===== src/rtl/counter_mon_pkg.sv =====
// Shared event types and record layout for the counter event monitor.
package counter_mon_pkg;

  typedef enum logic [1:0] {
    EV_WRAP_UP = 2'd0,
    EV_WRAP_DN = 2'd1,
    EV_CLEAR   = 2'd2,
    EV_JUMP    = 2'd3
  } ev_type_e;

  localparam int unsigned EvTypeW = 2;

  // Packed record layout, MSB first: {type, value, time}.
  function automatic int unsigned rec_width(input int unsigned bit_width,
                                            input int unsigned ts_w);
    return EvTypeW + bit_width + ts_w;
  endfunction

endpackage


===== src/rtl/counter_event_monitor_if.sv =====
// Event stream from the monitor to its consumer: valid/ready plus the head record.
interface counter_event_monitor_if
  import counter_mon_pkg::*;
#(
  parameter int unsigned BIT_WIDTH = 4,
  parameter int unsigned TS_W      = 16
) ();

  logic                 ev_valid;
  logic                 ev_ready;
  ev_type_e             ev_type;
  logic [BIT_WIDTH-1:0] ev_value;
  logic [TS_W-1:0]      ev_time;

  modport master (
    output ev_valid,
    output ev_type,
    output ev_value,
    output ev_time,
    input  ev_ready
  );

  modport slave (
    input  ev_valid,
    input  ev_type,
    input  ev_value,
    input  ev_time,
    output ev_ready
  );

endinterface


===== src/rtl/mon_event_fifo.sv =====
// Generic first-word-fall-through FIFO over registered storage; Depth must be a power of 2.
module mon_event_fifo #(
  parameter int unsigned Width = 22,
  parameter int unsigned Depth = 8,
  localparam int unsigned PtrW = $clog2(Depth),
  localparam int unsigned CntW = $clog2(Depth + 1)
) (
  input  logic             i_clk,
  input  logic             i_rst_n,
  input  logic             i_push,
  input  logic [Width-1:0] i_data,
  input  logic             i_pop,
  output logic [Width-1:0] o_data,
  output logic             o_full,
  output logic             o_empty,
  output logic [CntW-1:0]  o_count
);

  logic [Width-1:0] r_mem [Depth];
  logic [PtrW-1:0]  r_wptr;
  logic [PtrW-1:0]  r_rptr;
  logic [CntW-1:0]  r_count;
  logic             w_push;
  logic             w_pop;

  assign o_empty = (r_count == '0);
  assign o_full  = (r_count == CntW'(Depth));
  assign o_count = r_count;
  assign o_data  = r_mem[r_rptr];

  // A pop frees a slot in the same cycle, so a full FIFO can still take a push.
  assign w_pop  = i_pop & ~o_empty;
  assign w_push = i_push & (~o_full | w_pop);

  always_ff @(posedge i_clk or negedge i_rst_n) begin
    if (!i_rst_n) begin
      r_wptr  <= '0;
      r_rptr  <= '0;
      r_count <= '0;
    end else begin
      if (w_push) begin
        r_wptr <= r_wptr + 1'b1;
      end
      if (w_pop) begin
        r_rptr <= r_rptr + 1'b1;
      end
      r_count <= r_count + CntW'(w_push) - CntW'(w_pop);
    end
  end

  always_ff @(posedge i_clk) begin
    if (w_push) begin
      r_mem[r_wptr] <= i_data;
    end
  end

endmodule


===== src/rtl/counter_event_monitor.sv =====
// Watches an up/down loadable counter, classifies unexpected or wrapping transitions
// and queues timestamped event records for a valid/ready consumer.
module counter_event_monitor
  import counter_mon_pkg::*;
#(
  parameter int unsigned BIT_WIDTH = 4,
  parameter int unsigned DEPTH     = 8,
  parameter int unsigned TS_W      = 16,
  parameter int unsigned DROP_W    = 8
) (
  input  logic                   CLK,
  input  logic                   reset,
  input  logic                   mon_en,
  input  logic [BIT_WIDTH-1:0]   cnt_in,
  input  logic                   dir_in,
  input  logic                   clr_in,
  counter_event_monitor_if.master ev_if,
  output logic [DROP_W-1:0]      drop_cnt,
  output logic                   overflow
);

  localparam int unsigned RecW = rec_width(BIT_WIDTH, TS_W);
  localparam int unsigned CntW = $clog2(DEPTH + 1);
  localparam logic [BIT_WIDTH-1:0] MaxVal = '1;

  logic [TS_W-1:0]      r_ts;
  logic [BIT_WIDTH-1:0] r_prev;
  logic                 r_prev_dir;
  logic                 r_prev_clr;
  logic                 r_prev_valid;
  logic [DROP_W-1:0]    r_drop_cnt;
  logic                 r_overflow;

  logic [BIT_WIDTH-1:0] w_exp;
  logic                 w_ev_det;
  ev_type_e             w_ev_type;
  logic [RecW-1:0]      w_push_data;
  logic [RecW-1:0]      w_head;
  logic                 w_full;
  logic                 w_empty;
  logic                 w_pop;
  logic                 w_drop;
  logic [CntW-1:0]      w_count;
  logic                 w_unused_count;

  always_ff @(posedge CLK or negedge reset) begin
    if (!reset) begin
      r_ts         <= '0;
      r_prev       <= '0;
      r_prev_dir   <= 1'b0;
      r_prev_clr   <= 1'b0;
      r_prev_valid <= 1'b0;
    end else begin
      r_ts <= r_ts + 1'b1;
      if (mon_en) begin
        r_prev       <= cnt_in;
        r_prev_dir   <= dir_in;
        r_prev_clr   <= clr_in;
        r_prev_valid <= 1'b1;
      end else begin
        r_prev_valid <= 1'b0;
      end
    end
  end

  // A mismatch against the natural next value means a load overrode the count.
  always_comb begin
    w_exp     = r_prev_clr ? '0 : (r_prev_dir ? r_prev + 1'b1 : r_prev - 1'b1);
    w_ev_det  = 1'b0;
    w_ev_type = EV_JUMP;
    if (mon_en && r_prev_valid) begin
      if (cnt_in != w_exp) begin
        w_ev_det  = 1'b1;
        w_ev_type = EV_JUMP;
      end else if (r_prev_clr && (r_prev != '0)) begin
        w_ev_det  = 1'b1;
        w_ev_type = EV_CLEAR;
      end else if (!r_prev_clr && r_prev_dir && (r_prev == MaxVal)) begin
        w_ev_det  = 1'b1;
        w_ev_type = EV_WRAP_UP;
      end else if (!r_prev_clr && !r_prev_dir && (r_prev == '0)) begin
        w_ev_det  = 1'b1;
        w_ev_type = EV_WRAP_DN;
      end
    end
  end

  assign w_push_data = {w_ev_type, cnt_in, r_ts};
  assign w_pop       = ~w_empty & ev_if.ev_ready;
  assign w_drop      = w_ev_det & w_full & ~w_pop;

  mon_event_fifo #(
    .Width (RecW),
    .Depth (DEPTH)
  ) u_fifo (
    .i_clk   (CLK),
    .i_rst_n (reset),
    .i_push  (w_ev_det),
    .i_data  (w_push_data),
    .i_pop   (w_pop),
    .o_data  (w_head),
    .o_full  (w_full),
    .o_empty (w_empty),
    .o_count (w_count)
  );

  assign w_unused_count = ^w_count;

  always_ff @(posedge CLK or negedge reset) begin
    if (!reset) begin
      r_drop_cnt <= '0;
      r_overflow <= 1'b0;
    end else if (w_drop) begin
      r_overflow <= 1'b1;
      if (r_drop_cnt != '1) begin
        r_drop_cnt <= r_drop_cnt + 1'b1;
      end
    end
  end

  assign drop_cnt = r_drop_cnt;
  assign overflow = r_overflow;

  // Record fields read as zero whenever nothing is queued.
  assign ev_if.ev_valid = ~w_empty;
  assign ev_if.ev_type  = w_empty ? EV_WRAP_UP : ev_type_e'(w_head[RecW-1 -: EvTypeW]);
  assign ev_if.ev_value = w_empty ? '0 : w_head[TS_W +: BIT_WIDTH];
  assign ev_if.ev_time  = w_empty ? '0 : w_head[TS_W-1:0];

endmodule

===== src/flat_wrapper.sv =====
// flat-port wrapper written by rule: the top's interface ports become plain ports
module counter_event_monitor_flat import counter_mon_pkg::*;
#(
  parameter int unsigned BIT_WIDTH = 4,
  parameter int unsigned DEPTH     = 8,
  parameter int unsigned TS_W      = 16,
  parameter int unsigned DROP_W    = 8
)
  (CLK, reset, mon_en, cnt_in, dir_in, clr_in, drop_cnt, overflow, ev_if_ev_valid, ev_if_ev_type, ev_if_ev_value, ev_if_ev_time, ev_if_ev_ready);
  counter_event_monitor_if #(.BIT_WIDTH(BIT_WIDTH), .TS_W(TS_W)) ev_if_i ();
  input  logic CLK;
  input  logic reset;
  input  logic mon_en;
  input  logic [BIT_WIDTH-1:0] cnt_in;
  input  logic dir_in;
  input  logic clr_in;
  output logic [DROP_W-1:0] drop_cnt;
  output logic overflow;
  output wire logic [$bits(ev_if_i.ev_valid)-1:0] ev_if_ev_valid;
  output wire logic [$bits(ev_if_i.ev_type)-1:0] ev_if_ev_type;
  output wire logic [$bits(ev_if_i.ev_value)-1:0] ev_if_ev_value;
  output wire logic [$bits(ev_if_i.ev_time)-1:0] ev_if_ev_time;
  input wire logic [$bits(ev_if_i.ev_ready)-1:0] ev_if_ev_ready;
  assign ev_if_ev_valid = ev_if_i.ev_valid;
  assign ev_if_ev_type = ev_if_i.ev_type;
  assign ev_if_ev_value = ev_if_i.ev_value;
  assign ev_if_ev_time = ev_if_i.ev_time;
  assign ev_if_i.ev_ready = ev_if_ev_ready;
  counter_event_monitor #(.BIT_WIDTH(BIT_WIDTH), .DEPTH(DEPTH), .TS_W(TS_W), .DROP_W(DROP_W)) u_core (.CLK(CLK), .reset(reset), .mon_en(mon_en), .cnt_in(cnt_in), .dir_in(dir_in), .clr_in(clr_in), .ev_if(ev_if_i), .drop_cnt(drop_cnt), .overflow(overflow));
endmodule

===== config.mk =====
export PLATFORM = sky130hd
export DESIGN_NAME = counter_event_monitor_flat
export DESIGN_NICKNAME = d
export VERILOG_FILES = /design/src/rtl/counter_mon_pkg.sv /design/src/rtl/counter_event_monitor_if.sv /design/src/rtl/mon_event_fifo.sv /design/src/rtl/counter_event_monitor.sv /design/src/flat_wrapper.sv
export SDC_FILE = /design/constraint.sdc
export NUM_CORES = 1
export LEC_CHECK = 0
export ABC_AREA = 0
export CORE_MARGIN = 2
export CORE_UTILIZATION = 60
export CTS_BUF_LIST = sky130_fd_sc_hd__clkbuf_16
export CTS_CLUSTER_DIAMETER = 80
export DETAILED_ROUTE_END_ITERATION = 6
export PLACE_DENSITY = 0.89
export SYNTH_ARGS = -nofsm -noshare
export SYNTH_HDL_FRONTEND = slang
export SYNTH_SLANG_ARGS = --single-unit

===== constraint.sdc =====
create_clock -name CLK -period 4.9 [get_ports CLK]
set_input_delay 0.98 -clock CLK [delete_from_list [all_inputs] [get_ports CLK]]
set_output_delay 0.98 -clock CLK [all_outputs]
set_load 0.02 [all_outputs]

# Yosys cells after proc, flatten, opt, wreduce, memory -nomap -nowiden
# Memories as Yosys holds them, arrays and structs flattened.
# Index checks and enable logic that the tools add are counted.
# W data, S select, Z words.
dict set report classes {
  n_eq_ne 4
  n_reduce_logical 12
  mux 18
  add_sub_neg 8
  bitwise 9
}
# operator count
set ops {}
lappend ops {{$add A16 B1 Y16 const B} 1}
lappend ops {{$mux W16} 1}
lappend ops {{$mux W2} 6}
lappend ops {{$mux W4} 3}
lappend ops {{$add A8 B1 Y8 const B} 1}
lappend ops {{$eq A4 B4 Y1 const B} 2}
lappend ops {{$logic_not A4 Y1} 2}
lappend ops {{$mux W1} 8}
lappend ops {{$ne A8 B8 Y1 const B} 1}
lappend ops {{$add A3 B1 Y3 const B} 2}
lappend ops {{$logic_and A1 B1 Y1} 6}
lappend ops {{$and A1 B1 Y1} 5}
lappend ops {{$add A4 B1 Y4} 1}
lappend ops {{$add A4 B1 Y4 const B} 1}
lappend ops {{$ne A4 B4 Y1} 1}
lappend ops {{$reduce_bool A4 Y1} 1}
lappend ops {{$sub A4 B1 Y4} 1}
lappend ops {{$sub A4 B1 Y4 const B} 1}
lappend ops {{$not A1 Y1} 3}
lappend ops {{$logic_not A1 Y1} 2}
lappend ops {{$reduce_and A2 Y1} 1}
lappend ops {{$or A1 B1 Y1} 1}
dict set report totals {
  inputBits 10
  out_inout_bits 32
  ff_bits 42
  memories 1
  mem_bits_rw 176
}
# name depth word_bits read_ports rd_ports_with_merged_regs write_ports line
set memory_table {}
lappend memory_table {u_core.u_fifo.r_mem 8 22 1 0 1 mon_event_fifo.sv:19} ;# logic [Width-1:0] r_mem [Depth];

# Logic depth before layout (Yosys ltp)
dict set report depth {
  ltp_word 11
  depth_mapped 13
  ltp_nobuf 12
}

# Modules after synthesis
# Synthesis repeated with hierarchy kept, for this count alone.
dict set report unflattened {
  cells_unflattened 490
  hier_area_um2 9171.3
}
# mod cells_per_inst area_each_um2 instances
set by_module_without_submodules {}
lappend by_module_without_submodules {mon_event_fifo 314 7385.8 1}
lappend by_module_without_submodules {counter_event_monitor 176 1785.5 1}

# Least setup slack after synthesis
# Ideal clock, no wire load.
dict set report synth_timing {
  path_kind {register -> register}
  from {register u_core.r_prev_dir}
  to {memory u_core.u_fifo.r_mem[4][0], enable pin}
  setup_slack_ps 407
  stages_incl_launch_ff 9
  arrival_time_ps 4036
  setup_ps 457
  path_cell_list {dfrtp_1 > inv_1 > ha_1 > a21oi_1 > a21boi_0 > or4_1 > nand4_2 > nand3_1 > nor4_1}
}
dict set report synth_via {
  elab_chain_len 11
  elab_cells_between_ends 16
  classes_between {eq/ne: 1; mux: 9; bitwise: 1; reduce/logical: 5}
}
# element line
set synth_rtl {}
lappend synth_rtl {{from (decl)} counter_event_monitor.sv:28} ;# logic r_prev_dir;
lappend synth_rtl {{from (signal assigned)} counter_event_monitor.sv:57} ;# r_prev_dir <= dir_in;
lappend synth_rtl {{$logic_not A1 Y1} counter_event_monitor.sv:81} ;# end else if (!r_prev_clr && !r_prev_dir && (r_prev == '0)) begin
lappend synth_rtl {{$logic_and A1 B1 Y1 (2 in series)} counter_event_monitor.sv:81}
lappend synth_rtl {{$mux W1} counter_event_monitor.sv:81}
lappend synth_rtl {{$mux W1} counter_event_monitor.sv:78} ;# end else if (!r_prev_clr && r_prev_dir && (r_prev == MaxVal)) begin
lappend synth_rtl {{$mux W1} counter_event_monitor.sv:75} ;# end else if (r_prev_clr && (r_prev != '0)) begin
lappend synth_rtl {{$mux W1 *} counter_event_monitor.sv:72} ;# if (cnt_in != w_exp) begin
lappend synth_rtl {{$mux W1 *} counter_event_monitor.sv:71} ;# if (mon_en && r_prev_valid) begin
lappend synth_rtl {{$and A1 B1 Y1 *} mon_event_fifo.sv:33} ;# assign w_push = i_push & (~o_full | w_pop);
lappend synth_rtl {{$mux W1 *} mon_event_fifo.sv:52} ;# if (w_push) begin
lappend synth_rtl {{$mux W1 (implied by the code) *} mon_event_fifo.sv:53} ;# r_mem[r_wptr] <= i_data;
lappend synth_rtl {{to (decl)} mon_event_fifo.sv:19}
# Mark *: on every way between the ends. The rest lies on a longest branch, timed or not.

# Worst setup path after layout
dict set report layout_timing {
  from {register u_core.u_fifo.r_rptr[0]}
  to {output ev_if_ev_time[2]}
}
dict set report layout_via {
  elab_chain_len 2
}
# element line
set layout_rtl {}
lappend layout_rtl {{from (decl)} mon_event_fifo.sv:21} ;# logic [PtrW-1:0] r_rptr;
lappend layout_rtl {{from (signal assigned)} mon_event_fifo.sv:45} ;# r_rptr <= r_rptr + 1'b1;
lappend layout_rtl {{$mem_v2 Z8 W22} --}
lappend layout_rtl {{$mux W16} counter_event_monitor.sv:128} ;# assign ev_if.ev_time = w_empty ? '0 : w_head[TS_W-1:0];
lappend layout_rtl {{to (decl)} flat_wrapper.sv:22} ;# output wire logic [$bits(ev_if_i.ev_time)-1:0] ev_if_ev_time;
# No other way between the ends.

==> parameters.txt <==
Parameter                              Value

Placement
  DP Cell Count ... 708
  Pre-CTS worst setup slack ... 0.6096 ns
  Quantity of I/O buffers inserted on ports ... 41
  Detailed placer's ending HPWL ... 9.761 mm
  Final RePlAce weighted congestion ... 0.8083

Timing
  Headroom to the max-slew limit ... 0.2327
  Setup total negative slack ... 0 ns
  RSZ-0062 raised after global routing ... no
  Post-route fraction of the period consumed by the critical path ... 0.8347
  Time the worst path needs with I/O delays and setup ... 4.090 ns
  Peak clock frequency supported by timing ... 0.2445 GHz
  Clock Skews ... 0.008963 ns
  Worst setup margin ... 0.8100 ns
  Max-slew violation count ... 0
  Number of setup violations in the final report ... 0
  Hold Violations, Final ... 0
  Worst slew pin tran ... 1.151 ns

Min path
  Hold/Removal Path Class ... reg -> reg

Layout
  Leading cell types in the layout, fill and taps excluded ... sky130_fd_sc_hd__edfxtp_1, sky130_fd_sc_hd__mux4_2, sky130_fd_sc_hd__clkdlybuf4s50_1, sky130_fd_sc_hd__dfrtp_1, sky130_fd_sc_hd__nor2_1
  N_diodes ... 0
  Most frequent standard cell in the layout excluding fill and tap cells ... sky130_fd_sc_hd__edfxtp_1
  Fraction of final layout cells sized beyond drive strength 1 ... 0.1836
  Number of nets in the final layout ... 570
  Area added between synthesis and finish ... 14.55%
  Final standard cell count with taps included and fillers excluded ... 745
  Fill cell instance count of the final layout ... 848

Routing
  TritonRoute pass-1 iters ... 5
  Number of remaining DRC errors ... 0
  Antenna Violating Nets Remaining ... 0
  Vias per cell ... 6.240
  Detailed Route Iter0 Violations ... 447
  Vias after detailed routing ... 4,649
  Average detailed-routed wire length per instance ... 23.65 um
  Final Routed Wirelength ... 17.62 mm

Power and ir drop
  Power spent charging and discharging nets ... 1.657 mW
  Internal Pwr Total ... 3.777 mW
  Power share of the clock group ... 0.260
  Relative contribution of sequential cells to total power ... 0.444
  Total leakage power ... 3.541 nW
  Combinational Power Share ... 0.297
  Sw Share ... 0.3049
  Total power ... 5.434 mW
  Peak ir drop on the vdd network ... 0.0003708 V
  Power density over the cells ... 536.3 nW/um2

Global routing
  Global-route wire length before repair ... 27.88 mm
  Global Route Usage Sum ... 0.2313
  Largest net degree at the start of global routing ... 47
  Residual overflow from global routing ... 0
  Antenna violations before repair ... 0
  Via count of the first global-routing pass ... 5,002

Critical path
  Cells along the critical path ... buf_4 > mux4_2 > mux2i_1 > nor2_1 > clkdlybuf4s50_1
  Slowest CP cell ... sky130_fd_sc_hd__dfrtp_2
  Startpoint types ... flip-flop
  Data arrival at the endpoint of the critical path ... 3.11 ns
  Worst setup EP type ... primary output
  Required time reported for the critical path endpoint ... 3.92 ns
  Crit Path Max Fanout ... 19
  Critical Path Max Stage Delay ... 0.75 ns
  Kind of critical path ... reg -> out

Floorplanning
  Width of the chip ... 125.4 um
  Total number of placement rows ... 44
  I/O pin cnt ... 42
  DIE AREA ... 15,730 um2
  Starting density of the core ... 0.6110
  Vertical die dimension ... 125.4 um
  Core Area ... 14,480 um2

Clocking
  PostCTS Resize Cnt ... 0
  Number of buffers inserted by post-CTS setup repair ... 0
  Clock Root Buffer ... sky130_fd_sc_hd__clkbuf_16
  Cts-stage hold buffer count ... 0
  Insertion delay to the later sink of the worst-skew pair ... 0.48 ns
  TritonCTS clock tree ... built
  Sinks on the clock net ... 218
  Number of buffers created by CTS ... 21
  Number of levels in the clock H-tree ... 1
  Buffer depth of the longest clock path ... 3
  Clock transition at the register clock pins on the worst setup and hold paths after CTS ... 0.06 ns

Logic synthesis
  Synth Net Count ... 512
  Proportion of register bits with asynchronous set or reset after synthesis ... 0.1927
  Cells after synthesis ... 489
  Primary flip-flop cell chosen by synthesis mapping ... sky130_fd_sc_hd__edfxtp_1
  Sequential-to-total area share from yosys stat ... 0.7163
  Summed instance area of the synthesized netlist ... 8846 um2
  Seq cells post-synth ... 218
  EDFF count, synth ... 176
  Number of warnings printed during yosys synthesis ... 0
  Post-synthesis cell type count ... 44
  Syn_area_per_cell ... 18.09 um2

Job
  Max_cap viols ... 0

Run status
  Run status ... finished clean
==> cell type report <==
cell class,count,area [um2],share of cell area
multi-input cells,242,2421,0.2389
flip-flops and latches,218,6339,0.6255
inverters,9,33.78,0.003334
clock buffers,21,525.5,0.05186
clock inverters,16,73.82,0.007285
well taps,184,230.2,0.02272
repair buffers,55,510.5,0.05038
==> through the flow <==
stage	instance area [um2]	utilization	hold slack, ns
final	10130	0.6999	0.4841
after global routing	10130	0.6999	0.5218
after CTS	10130	0.6999	0.4870
after detailed placement	9534	0.6585	0.4688
after global placement	9534	0.6585	0.4702
after floorplan	8846	-	0.4577
==> state kept, by name, summed over array words and instances, names as in the netlist, 3 cells and up <==
name and cells:
u_core.u_fifo.r_mem 176, u_core.r_ts 16, u_core.drop_cnt 8, u_core.r_prev 4, u_core.u_fifo.o_count 4, u_core.u_fifo.r_rptr 3, u_core.u_fifo.r_wptr 3
==> logic make-up (layout without fill, tap and decap cells) <==
| logic type | count (synthesis) | in the layout | share of synthesized area |
|---|---|---|---|
| muxes | 73 | 73 | 0.1457 |
| AOI/OAI and AO/OA | 20 | 20 | 0.01570 |
| DFF | 218 | 218 | 0.7163 |
| and+or+nand+nor | 108 | 108 | 0.06082 |
| adders and majority gates | 13 | 13 | 0.02008 |
| buffers and inverters | 29 | 101 | 0.01372 |
| xor gates and xnor gates | 28 | 28 | 0.02772 |
==> worst paths after layout <==
check	startpoint	to	slack (ns)	cells after the start
setup / recovery	u_core.u_fifo.r_rptr[0]	ev_if_ev_time[2]	0.81	5
hold / removal	u_core.overflow	u_core.overflow	0.48	1
setup reg to reg	u_core.r_prev[0]	u_core.u_fifo.o_count[3]	1.19	12
hold reg to reg	u_core.overflow	u_core.overflow	0.48	1
max in group asynchronous	reset	u_core.u_fifo.r_rptr[1]	3.60	1
min in group asynchronous	reset	u_core.u_fifo.o_count[1]	0.64	1
==> critical path: cells and delay by family, from the launching register on <==
family	cells	cell delay, ns
flip-flops	1	0.75
AND/OR/NAND/NOR	1	0.06
multiplexers	2	0.77
buffers and inverters	2	1.03
==> synth_stat cells (3+ instances only) <==
cell                       number  area, um2
sky130_fd_sc_hd__nand3_1       14      70.07
sky130_fd_sc_hd__and2_1         4      25.02
sky130_fd_sc_hd__dfrtp_1       42       1051
sky130_fd_sc_hd__nor3b_1        3      22.52
sky130_fd_sc_hd__inv_1          9      33.78
sky130_fd_sc_hd__o21ai_0        3      15.01
sky130_fd_sc_hd__clkbuf_1      12      45.04
sky130_fd_sc_hd__xnor2_1       20      175.2
sky130_fd_sc_hd__nor2_1        38      142.6
sky130_fd_sc_hd__nand4_1        9      56.30
sky130_fd_sc_hd__and3_1         8      50.05
sky130_fd_sc_hd__ha_1          11      137.6
sky130_fd_sc_hd__mux4_2        44      991.0
sky130_fd_sc_hd__edfxtp_1     176       5285
sky130_fd_sc_hd__xor2_1         8      70.07
sky130_fd_sc_hd__mux2i_1       23      230.2
sky130_fd_sc_hd__buf_2          4      20.02
sky130_fd_sc_hd__nand2_1       15      56.30
sky130_fd_sc_hd__buf_1          3      11.26
sky130_fd_sc_hd__mux2_2         4      45.04
sky130_fd_sc_hd__a31oi_1        3      18.77
sky130_fd_sc_hd__a21oi_1        4      20.02
sky130_fd_sc_hd__nor4_1         3      18.77
sky130_fd_sc_hd__nor3_1         5      25.02
==> power by group through the flow <==
stage                     Clock [mW]  Combinational (mW)  Sequential (mW)
final                           1.41                1.61             2.41
after CTS                       1.43                1.64             2.41
after global routing            1.50                1.73             2.44
after floorplan                    0                1.15             2.28
after detailed placement           0                1.61             2.44
after global placement             0                1.56             2.43
==> metal layers <==
layer,vias up,track usage,share of wire
met5,-,0,0
met4,0,0.08758,0.027
met3,42,0.03979,0.064
met2,187,0.3952,0.53
met1,2393,0.3016,0.38
li1,2027,-,-
No activity file was read; power rests on OpenSTA's default activity.
